--- config.mk ---
export PLATFORM = sky130hd
export DESIGN_NAME = addr_gen
export DESIGN_NICKNAME = d
export VERILOG_FILES = /design/src/rtl/addr_gen.sv
export SDC_FILE = /design/constraint.sdc
export NUM_CORES = 1
export LEC_CHECK = 0
export CORE_MARGIN = 4
export CORE_UTILIZATION = 52
export CTS_BUF_LIST = sky130_fd_sc_hd__clkbuf_16
export CTS_CLUSTER_SIZE = 10
export DETAILED_ROUTE_END_ITERATION = 12
export PLACE_DENSITY = 0.82
export RECOVER_POWER = 100
export SLEW_MARGIN = 20
export SYNTH_ARGS = -nofsm -noshare
export SYNTH_HDL_FRONTEND = slang
export SYNTH_SLANG_ARGS = --single-unit
--- constraint.sdc ---
create_clock -name clk -period 4 [get_ports clk]
set_input_delay 0.8 -clock clk [delete_from_list [all_inputs] [get_ports clk]]
set_output_delay 0.8 -clock clk [all_outputs]
set_load 0.02 [all_outputs]
--- src/rtl/addr_gen.sv ---
// Multi-channel address generator: WRAP / BOUNDED / ONESHOT stepping over [lo, hi].
// Define ADDR_GEN_DIR_EN to add a latched count-direction input (dir).
module addr_gen #(
  parameter int WIDTH = 8,
  parameter int NCH   = 2
) (
  input  logic                 clk,
  input  logic                 rst,
  input  logic                 start,
  input  logic                 stop,
  input  logic                 en,
`ifdef ADDR_GEN_DIR_EN
  input  logic                 dir,
`endif
  input  logic [1:0]           mode,
  input  logic [WIDTH-1:0]     incr,
  input  logic [WIDTH-1:0]     lo,
  input  logic [WIDTH-1:0]     hi,
  input  logic [NCH*WIDTH-1:0] offset,
  output logic [NCH*WIDTH-1:0] addr,
  output logic                 busy,
  output logic                 done,
  output logic                 cfg_err
);

  typedef enum logic [1:0] {
    IDLE = 2'd0,
    RUN  = 2'd1,
    DONE = 2'd2
  } state_t;

  state_t           state_q, state_n;
  logic [WIDTH-1:0] acc_q, acc_n;
  logic [WIDTH-1:0] incr_q, lo_q, hi_q;
  logic [1:0]       mode_q;
  logic             err_q, err_n;
  logic             load;

  logic             down;
  logic [WIDTH-1:0] load_val;

`ifdef ADDR_GEN_DIR_EN
  logic dir_q;

  always_ff @(posedge clk or posedge rst) begin
    if (rst) begin
      dir_q <= 1'b0;
    end else if (load) begin
      dir_q <= dir;
    end
  end

  assign down     = dir_q;
  assign load_val = dir ? hi : lo;
`else
  assign down     = 1'b0;
  assign load_val = lo;
`endif

  logic [WIDTH:0]   sum, dif;
  logic             over, under, oob;
  logic [WIDTH-1:0] step, reload, clamp;

  // Sums carry an extra bit so crossing 2^WIDTH or zero counts as out of window
  assign sum    = {1'b0, acc_q} + {1'b0, incr_q};
  assign dif    = {1'b0, acc_q} - {1'b0, incr_q};
  assign over   = sum > {1'b0, hi_q};
  assign under  = dif[WIDTH] || (dif[WIDTH-1:0] < lo_q);
  assign oob    = down ? under : over;
  assign step   = down ? dif[WIDTH-1:0] : sum[WIDTH-1:0];
  assign reload = down ? hi_q : lo_q;
  assign clamp  = down ? lo_q : hi_q;

  always_comb begin
    state_n = state_q;
    acc_n   = acc_q;
    err_n   = err_q;
    load    = 1'b0;
    unique case (state_q)
      RUN: begin
        if (stop) begin
          state_n = IDLE;
        end else if (en && incr_q != '0) begin
          unique case (mode_q)
            2'b01: acc_n = oob ? reload : step;
            2'b10: begin
              if (oob) begin
                acc_n   = clamp;
                state_n = DONE;
              end else begin
                acc_n = step;
              end
            end
            default: acc_n = step;
          endcase
        end
      end
      default: begin
        if (start) begin
          if (lo <= hi) begin
            load    = 1'b1;
            acc_n   = load_val;
            err_n   = 1'b0;
            state_n = RUN;
          end else begin
            err_n = 1'b1;
          end
        end
      end
    endcase
  end

  always_ff @(posedge clk or posedge rst) begin
    if (rst) begin
      state_q <= IDLE;
      acc_q   <= '0;
      err_q   <= 1'b0;
      mode_q  <= 2'b00;
      incr_q  <= '0;
      lo_q    <= '0;
      hi_q    <= '0;
    end else begin
      state_q <= state_n;
      acc_q   <= acc_n;
      err_q   <= err_n;
      if (load) begin
        mode_q <= mode;
        incr_q <= incr;
        lo_q   <= lo;
        hi_q   <= hi;
      end
    end
  end

  for (genvar k = 0; k < NCH; k++) begin : g_ch
    assign addr[k*WIDTH +: WIDTH] = acc_q + offset[k*WIDTH +: WIDTH];
  end

  assign busy    = (state_q == RUN);
  assign done    = (state_q == DONE);
  assign cfg_err = err_q;

endmodule

* Yosys cells after proc, flatten, opt, wreduce, memory -nomap -nowiden *
Cells that the tools add are included.

operators by class
  order comparisons = 2
  muxes and demuxes = 19
  add/subtract/negate cells = 3
  equal/unequal tests = 9
  reduce and logical (&&, ||, !) cells = 7
  bitwise gates (word level) = 1

operators with widths
  kind                number
  $mux 8              7
  $add 8x8->8         2
  $pmux 8 s2          1
  $mux 2              7
  $add 8x8->9         1
  $gt 9x8->1          1
  $ne 3x2->1 const B  3
  $le 8x8->1          1
  $reduce_bool 8->1   1
  $reduce_and 5->1    1
  $eq 2x1->1 const B  2
  $eq 2x2->1 const B  2
  $mux 1              4
  $reduce_and 4->1    1
  $reduce_bool 2->1   2
  $ne 2x1->1 const B  1
  $ne 2x2->1 const B  1
  $reduce_and 2->1    1
  $logic_and 1x1->1   1
  $not 1->1           1

storage, ports and cells
  logic and storage cells = 48
  input bits = 47
  register bits = 37
  output and inout bits = 19

* Depth between registers and ports, before layout *
Gate-level depths: netlist (run 1).

  depth after elaboration = 7
  mapped depth = 13
  depth with buffers taken out = 12

* Worst setup path before layout (run 1) *
No wires, ideal clock.

  path type = reg-to-reg
  from = register acc_q[0]
  to = register acc_q[2]
  buffers on the path = 1
  slack = 0.720 ns
  setup time = 0.127 ns
  data arrival time = 3.154 ns
  stages on the path, launching flop included = 14
  cells stage by stage = dfrtp_1 ha_1 fa_1 a211oi_1 o21ai_0 xor2_1 ha_1 or4_1 a221oi_2 o221ai_2 a22o_1 buf_2 a22oi_1 o21ai_1

between the ends
  longest elaborated chain between the ends = 7
  elaborated cells on any way between the ends = 8
  those cells by class = add/sub: 1; order compare: 1; mux: 6

RTL lines
  what                       line    source
  start: declaration         33      logic [WIDTH-1:0] acc_q, acc_n;
  start signal: assignment   124     acc_q <= acc_n;
  $add 8x8->9 (*)            65      assign sum = {1'b0, acc_q} + {1'b0, incr_q};
  $gt 9x8->1                 67      assign over = sum > {1'b0, hi_q};
  $mux 8 (on tied branches)  87, 85
  $pmux 8 s2 (*)             84      unique case (mode_q)
  $mux 8 (*)                 83      end else if (en && incr_q != '0) begin
  $mux 8 (*)                 81      if (stop) begin
  $mux 8 (*)                 79      unique case (state_q)

Every way passes the cells marked *; elsewhere a longest branch is shown, timed or not. The select of a mux whose other input is x is not followed.
A chain may end at the register's enable or synchronous reset.

* Worst setup path in the final report (run 1) *
  from = input port offset[8]
  to = output port addr[14]

between the ends
  longest elaborated chain between the ends = 1

RTL lines
  what                line  source
  start: declaration  19    input logic [NCH*WIDTH-1:0] offset,
  $add 8x8->8         136   assign addr[k*WIDTH +: WIDTH] = acc_q + offset[k*WIDTH +: WIDTH];
  end: declaration    20    output logic [NCH*WIDTH-1:0] addr,

Every way passes these cells.

==> run summary, run 1 <==
Critical Path Start = offset[8]
Detailed-route wire length = 7.29 mm
Worst Skew = 2.16 ps
Fin cells = 460
Post-route DRC = 0
Tmin final = 3860 ps
CP startpoint kind = primary input
Final Slew Violations = 38
Clock Latency Late Sink = 280 ps
Synth cell count leaders = ha_1, dfrtp_1, inv_1
Max IR drop VDD = 649 uV
Clock power share = 9.3%
Worst Max-Slew Pin Slew = 1920 ps
Share of layout cells above drive strength 1 = 7.99%
Worst-path fanout max = 2
Worst hold endpoint = cfg_err
Horiz. Die Dim = 83.9 um
Postcts setup bufs = 0
Total number of H-tree levels = 2
Seq/Total Area, Yosys = 30.9%
HPWL after detailed placement = 5.85 mm
Compound-Gate Fraction of Synth Area = 21.5%
P_leak = 1.77 nW
GRT Residual Overflow = 0
Vias in the first global route = 2806
Post-synthesis mux area share = 6.39%
Worst Hold Class = register to register
Pint = 2.00 mW
Post-Synth XOR/XNOR Area = 5.26%
Req. time, crit path = 3200 ps
Portion of total power attributed to combinational logic = 71.6%
Antenna violations before repair = 0
Tcrit/Tclk final = 96.4%
Main synth FF type = dfrtp_1
Input/output buffers = 65
Clk slew on worst S/H paths = 50 ps
R2R cell count = 12
Top-count cell post-synth = ha_1
#FFs+latches synth = 37
Initial core utilization = 54.1%
Die height = 83.9 um
Routed vias = 2653
Cell area after synthesis = 0.00300 mm^2
TritonCTS clock tree = yes
Critical Path End Type = output port
Post-synth top area share = 30.9%
Synth-to-Final Area Change = 28.7%
Final hold vios = 0
Reg2reg end = acc_q[7]
Critical Path AT = 3060 ps
CP Class = primary input to output port
Hold_ws = 499 ps
RR Startpoint = acc_q[0]
Rows = 27
Total power = 3.83 mW
Yosys cell types = 47
Post-synth EDFFs = 0
Switching pwr = 1.83 mW
TritonCTS Buffers = 5
Via-per-instance ratio = 5.77
Largest family of logic cells by synthesized area = compound AO/OA/AOI/OAI gates
Max Freq = 0.259 GHz
Simple-gate portion of the synthesized area = 11.8%
Leading post-synthesis cells by cell area = dfrtp_1, ha_1, mux2_2
Post-synth top area cell = dfrtp_1
Yosys warns = 0
Final Wtd Congestion = 0.889
Post-synthesis net count = 409
Post-Syn Instances = 319
Number of max-cap violations = 1
Status = finished with violations
Hold-fix buffer count after cts = 0
Hold depth = 2
Pre-antenna DRT Iters = 4
Hold path start = cfg_err
Core area = 0.00554 mm^2
Total I/O pin count = 66
Synth Area in Adders = 18.7%
Setup_tns = 0 ps
Failing checks = capacitance limit, slew limit
Mean Syn Cell Area = 9.39 um^2
Iteration-0 DRC Markers = 124
Sw frac = 47.7%
Diode count = 0
CTS max path bufs = 2
Final Net Count = 478
Per-cell routed wire length = 15.9 um
# setup viols final = 0
R2R Setup Slk = 210 ps
Slew Limit Headroom = -28.1%
DIE AREA = 0.00704 mm^2
Flop pwr share = 19.1%
ANT nets after route = 0
Total track usage = 21.7%
# clock sinks = 37
Root Buffer = clkbuf_16
Placed cell count = 453
Asr flop ratio synth = 100%
Largest net degree at the start of global routing = 38
Unrepaired setup endpoints after global routing = no
First-pass GRT wire length = 12.7 mm
Power density over cell area = 993 mW/mm^2
## logic make-up after synthesis
| kind of cell | after synthesis |
|---|---|
| and+or+nand+nor | 71 |
| muxes | 17 |
| xor gates and xnor gates | 18 |
| DFF | 37 |
| buffers and inverters | 43 |
| AOI/OAI and AO/OA | 90 |
| adders and majority gates | 43 |
## stage by stage
step	utilization [%]	setup WS, ps	instance area [um^2]
2_1_floorplan	-	720	3000
3_3_place_gp	67.7	-110	3750
3_5_place_dp	67.7	-306	3750
4_1_cts	70.1	60.3	3880
5_1_grt	69.6	9.56	3860
6_report	69.6	145	3860
## worst max-delay path, stage by stage
cell and delay [ps]:
clkdlybuf4s50_1 470, ha_1 170, inv_1 60, fa_1 400
nor2b_1 130, o21ai_0 100, a21boi_0 270, o21a_1 140
nor2_1 40, xnor2_1 130, dlygate4sd2_1 350
## cells in the final DEF (no fill, tap or decap), drive strengths merged, types with 5 or more instances in the layout
master          n
clkdlybuf4s50  48
mux2           17
nand3           5
o21ai          20
dlygate4sd3    13
clkbuf         10
a21o            9
nand4           5
a21oi          15
dfrtp          37
a22oi          13
ha             40
a221o           5
xnor2          14
and3            5
inv            34
nor2           19
nand2          16
## sequential cells by signal (all words and copies together) (netlist names)
register  cells
lo_q          8
state_q       2
acc_q         8
mode_q        2
clamp         8
incr_q        8
cfg_err       1
## layout make-up
class	instances	area, um^2
inverter	33	124
clock buffer	5	125
clock inverter	2	7.51
fill	464	1680
tap	72	90.1
sequential	37	926
timing repair buffer	72	683
multi-input combinational	239	1900
## worst max-delay path by stage
stage	endpoint	slack, ps	depth (start not counted)
5_1_grt	addr[14]	10	11
3_5_place_dp	addr[6]	-310	11
3_3_place_gp	addr[6]	-110	11
4_1_cts	addr[6]	60	11
6_report	addr[14]	140	11
2_1_floorplan	acc_q[2]	720	13
## repair_timing
item | CTS | global route
cloned | 0 | 0
resized for setup | 6 | 5
endpoints found under the setup margin | 4 | 4
## per-layer routing
metal | wire length, um | vias to the layer above | GRT usage, %
li1 | - | 1307 | -
met1 | 3070 | 1255 | 25.9
met2 | 3650 | 85 | 39.9
met3 | 488 | 6 | 3.46
met4 | 82 | 0 | 6.43
met5 | 0 | - | 0
## power by group through the flow
stage          clock, mW  combinational (mW)  sequential, mW
2_1_floorplan          0                2.02           0.682
6_report           0.357                2.74           0.731
4_1_cts            0.362                2.80           0.730
3_3_place_gp           0                2.69           0.724
3_5_place_dp           0                2.79           0.733
5_1_grt            0.378                3.02           0.755
Power figures use the tool's default switching activity.
==> run 2: changes to the inputs <==
- CORE_UTILIZATION: 52 -> 64
- DONT_BUFFER_PORTS: not set -> 1
- PLACE_DENSITY: 0.82 -> 0.8
==> run 2 against run 1 <==
  * The run still ends with capacitance limit, slew limit left
  * First-iteration DRC count fell by 20%
  * Core utilization is 1.6 points higher
  * Global-route usage up 1.3 points
  * Worst hold slack better by 7.5 ps
  * Final cell count is 19% lower
  * Sequential share of layout area is 5.3 points higher
  * Fmax increased by 6.0%
  * Sequential cell count unchanged
  * Critical path depth increased by 1
  * Register-to-register slack improved by 150 ps
  * Largest cell class unchanged
==> run summary, run 2 (synthesized netlist as in run 1, its figures left out) <==
Antenna violations before repair = 0
Most common cell after layout, fill and taps aside = ha_1
Slew Limit Headroom = -28.1%
Synth-to-Final Area Change = 5.59%
TritonCTS clock tree = yes
Req. time, crit path = 4190 ps
Worst Hold Class = register to register
# clock sinks = 37
Number of max-cap violations = 1
Slowest cell on the critical path = or4_1
Critical Path Start = acc_q[0]
Iteration-0 DRC Markers = 99
Initial core utilization = 67.4%
# setup viols final = 0
Hold-fix buffer count after cts = 0
Max Freq = 0.275 GHz
Family with the most delay on the worst path = compound AO/OA/AOI/OAI gates
Worst Max-Slew Pin Slew = 1920 ps
Via-per-instance ratio = 6.37
First-pass GRT wire length = 10.9 mm
WP depth = 12
Hold_ws = 507 ps
Worst-path fanout max = 14
Unrepaired setup endpoints after global routing = no
CTS max path bufs = 2
R2R cell count = 12
Pre-antenna DRT Iters = 4
Number of fill cells = 357
Final hold vios = 0
Status = finished with violations
Core Util, Final = 71.2%
Routed vias = 2364
RR Startpoint = acc_q[0]
WP buf/inv = 0
Tcrit/Tclk final = 90.9%
Crit path largest cell delay = 480 ps
Postcts setup bufs = 0
Clock Latency Late Sink = 280 ps
Share of layout cells above drive strength 1 = 8.15%
Hold path start = lo_q[4]
Input/output buffers = 0
Root Buffer = clkbuf_16
ANT nets after route = 0
Critical Path AT = 3820 ps
Die height = 76.4 um
Post-cts gate resize count = 0
CP startpoint kind = register
Fin cells = 371
Commonest non-fill, non-tap cells in the layout = ha_1, dfrtp_1, inv_1
Per-cell routed wire length = 17.6 um
Hold depth = 1
Total I/O pin count = 66
Critical Path End Type = register
TritonCTS Buffers = 5
Final Wtd Congestion = 0.935
Worst Skew = 4.68 ps
Placed cell count = 364
Final Net Count = 409
Horiz. Die Dim = 76.4 um
CP Class = register to register
Detailed-route wire length = 6.53 mm
Rows = 24
Setup_tns = 0 ps
Critical-path cell list = ha_1 > fa_1 > a211oi_1 > o21ai_0 > xor2_1 > ha_1 > or4_1 > a221oi_2 > o221ai_2 > a22o_1 > o22a_1 > o31ai_1
Vias in the first global route = 2358
HPWL after detailed placement = 5.27 mm
Failing checks = capacitance limit, slew limit
CP most frequent cell = ha_1
Tmin final = 3640 ps
Total track usage = 23.0%
Largest net degree at the start of global routing = 38
DIE AREA = 0.00584 mm^2
Clk slew on worst S/H paths = 50 ps
Post-route DRC = 0
Diode count = 0
Core area = 0.00444 mm^2
Final Slew Violations = 38
Total number of H-tree levels = 2
GRT Residual Overflow = 0
## run 2: cell types whose count changed in the layout (fill, tap and decap cells not counted)
cell / before / now
clkbuf_4: 1 / 0
clkbuf_2: 1 / 0
dlygate4sd3_1: 13 / 0
o221ai_2: 0 / 1
a21boi_1: 3 / 0
o221ai_1: 1 / 0
dlygate4sd2_1: 3 / 0
clkdlybuf4s50_1: 48 / 0
a21boi_0: 1 / 4
buf_4: 3 / 0
a22o_2: 1 / 0
a22o_1: 2 / 3
## run 2: worst paths after layout
| kind | end | slack (ps) |
|---|---|---|
| hold reg to reg | lo_q[4] | 510 |
| setup / recovery | acc_q[7] | 360 |
| hold / removal | lo_q[4] | 510 |
| setup reg to reg | acc_q[7] | 360 |
| min in group asynchronous | incr_q[6] | 1100 |
| max in group asynchronous | acc_q[2] | 1790 |
## run 2: cell type report
type,instances,area [um^2],share of cell area (%)
flip-flops and latches,37,926,29.3
multi-input cells,239,1910,60.2
clock buffers,5,125,3.95
repair buffers,3,11.3,0.356
clock inverters,2,7.51,0.237
well taps,52,65.1,2.06
inverters,33,124,3.91
## run 2: layer usage
metal,up-vias,track usage (%),routed length (um)
met4,0,7.25,90
met2,92,39.1,3230
met1,1105,28.8,2640
met3,8,5.56,574
li1,1159,-,-
met5,-,0,0
## run 2: through the flow
stage / worst slack, ps / cell area, um^2
after global routing: 108 / 3160
final: 364 / 3160
after global placement: 507 / 3040
after CTS: 389 / 3180
after detailed placement: 413 / 3040
after floorplan: 720 / 3000
Power of run 2 is left out: the tool's default activity adds up to more than one toggle a clock period on the data nets, which glitch-free logic cannot reach.
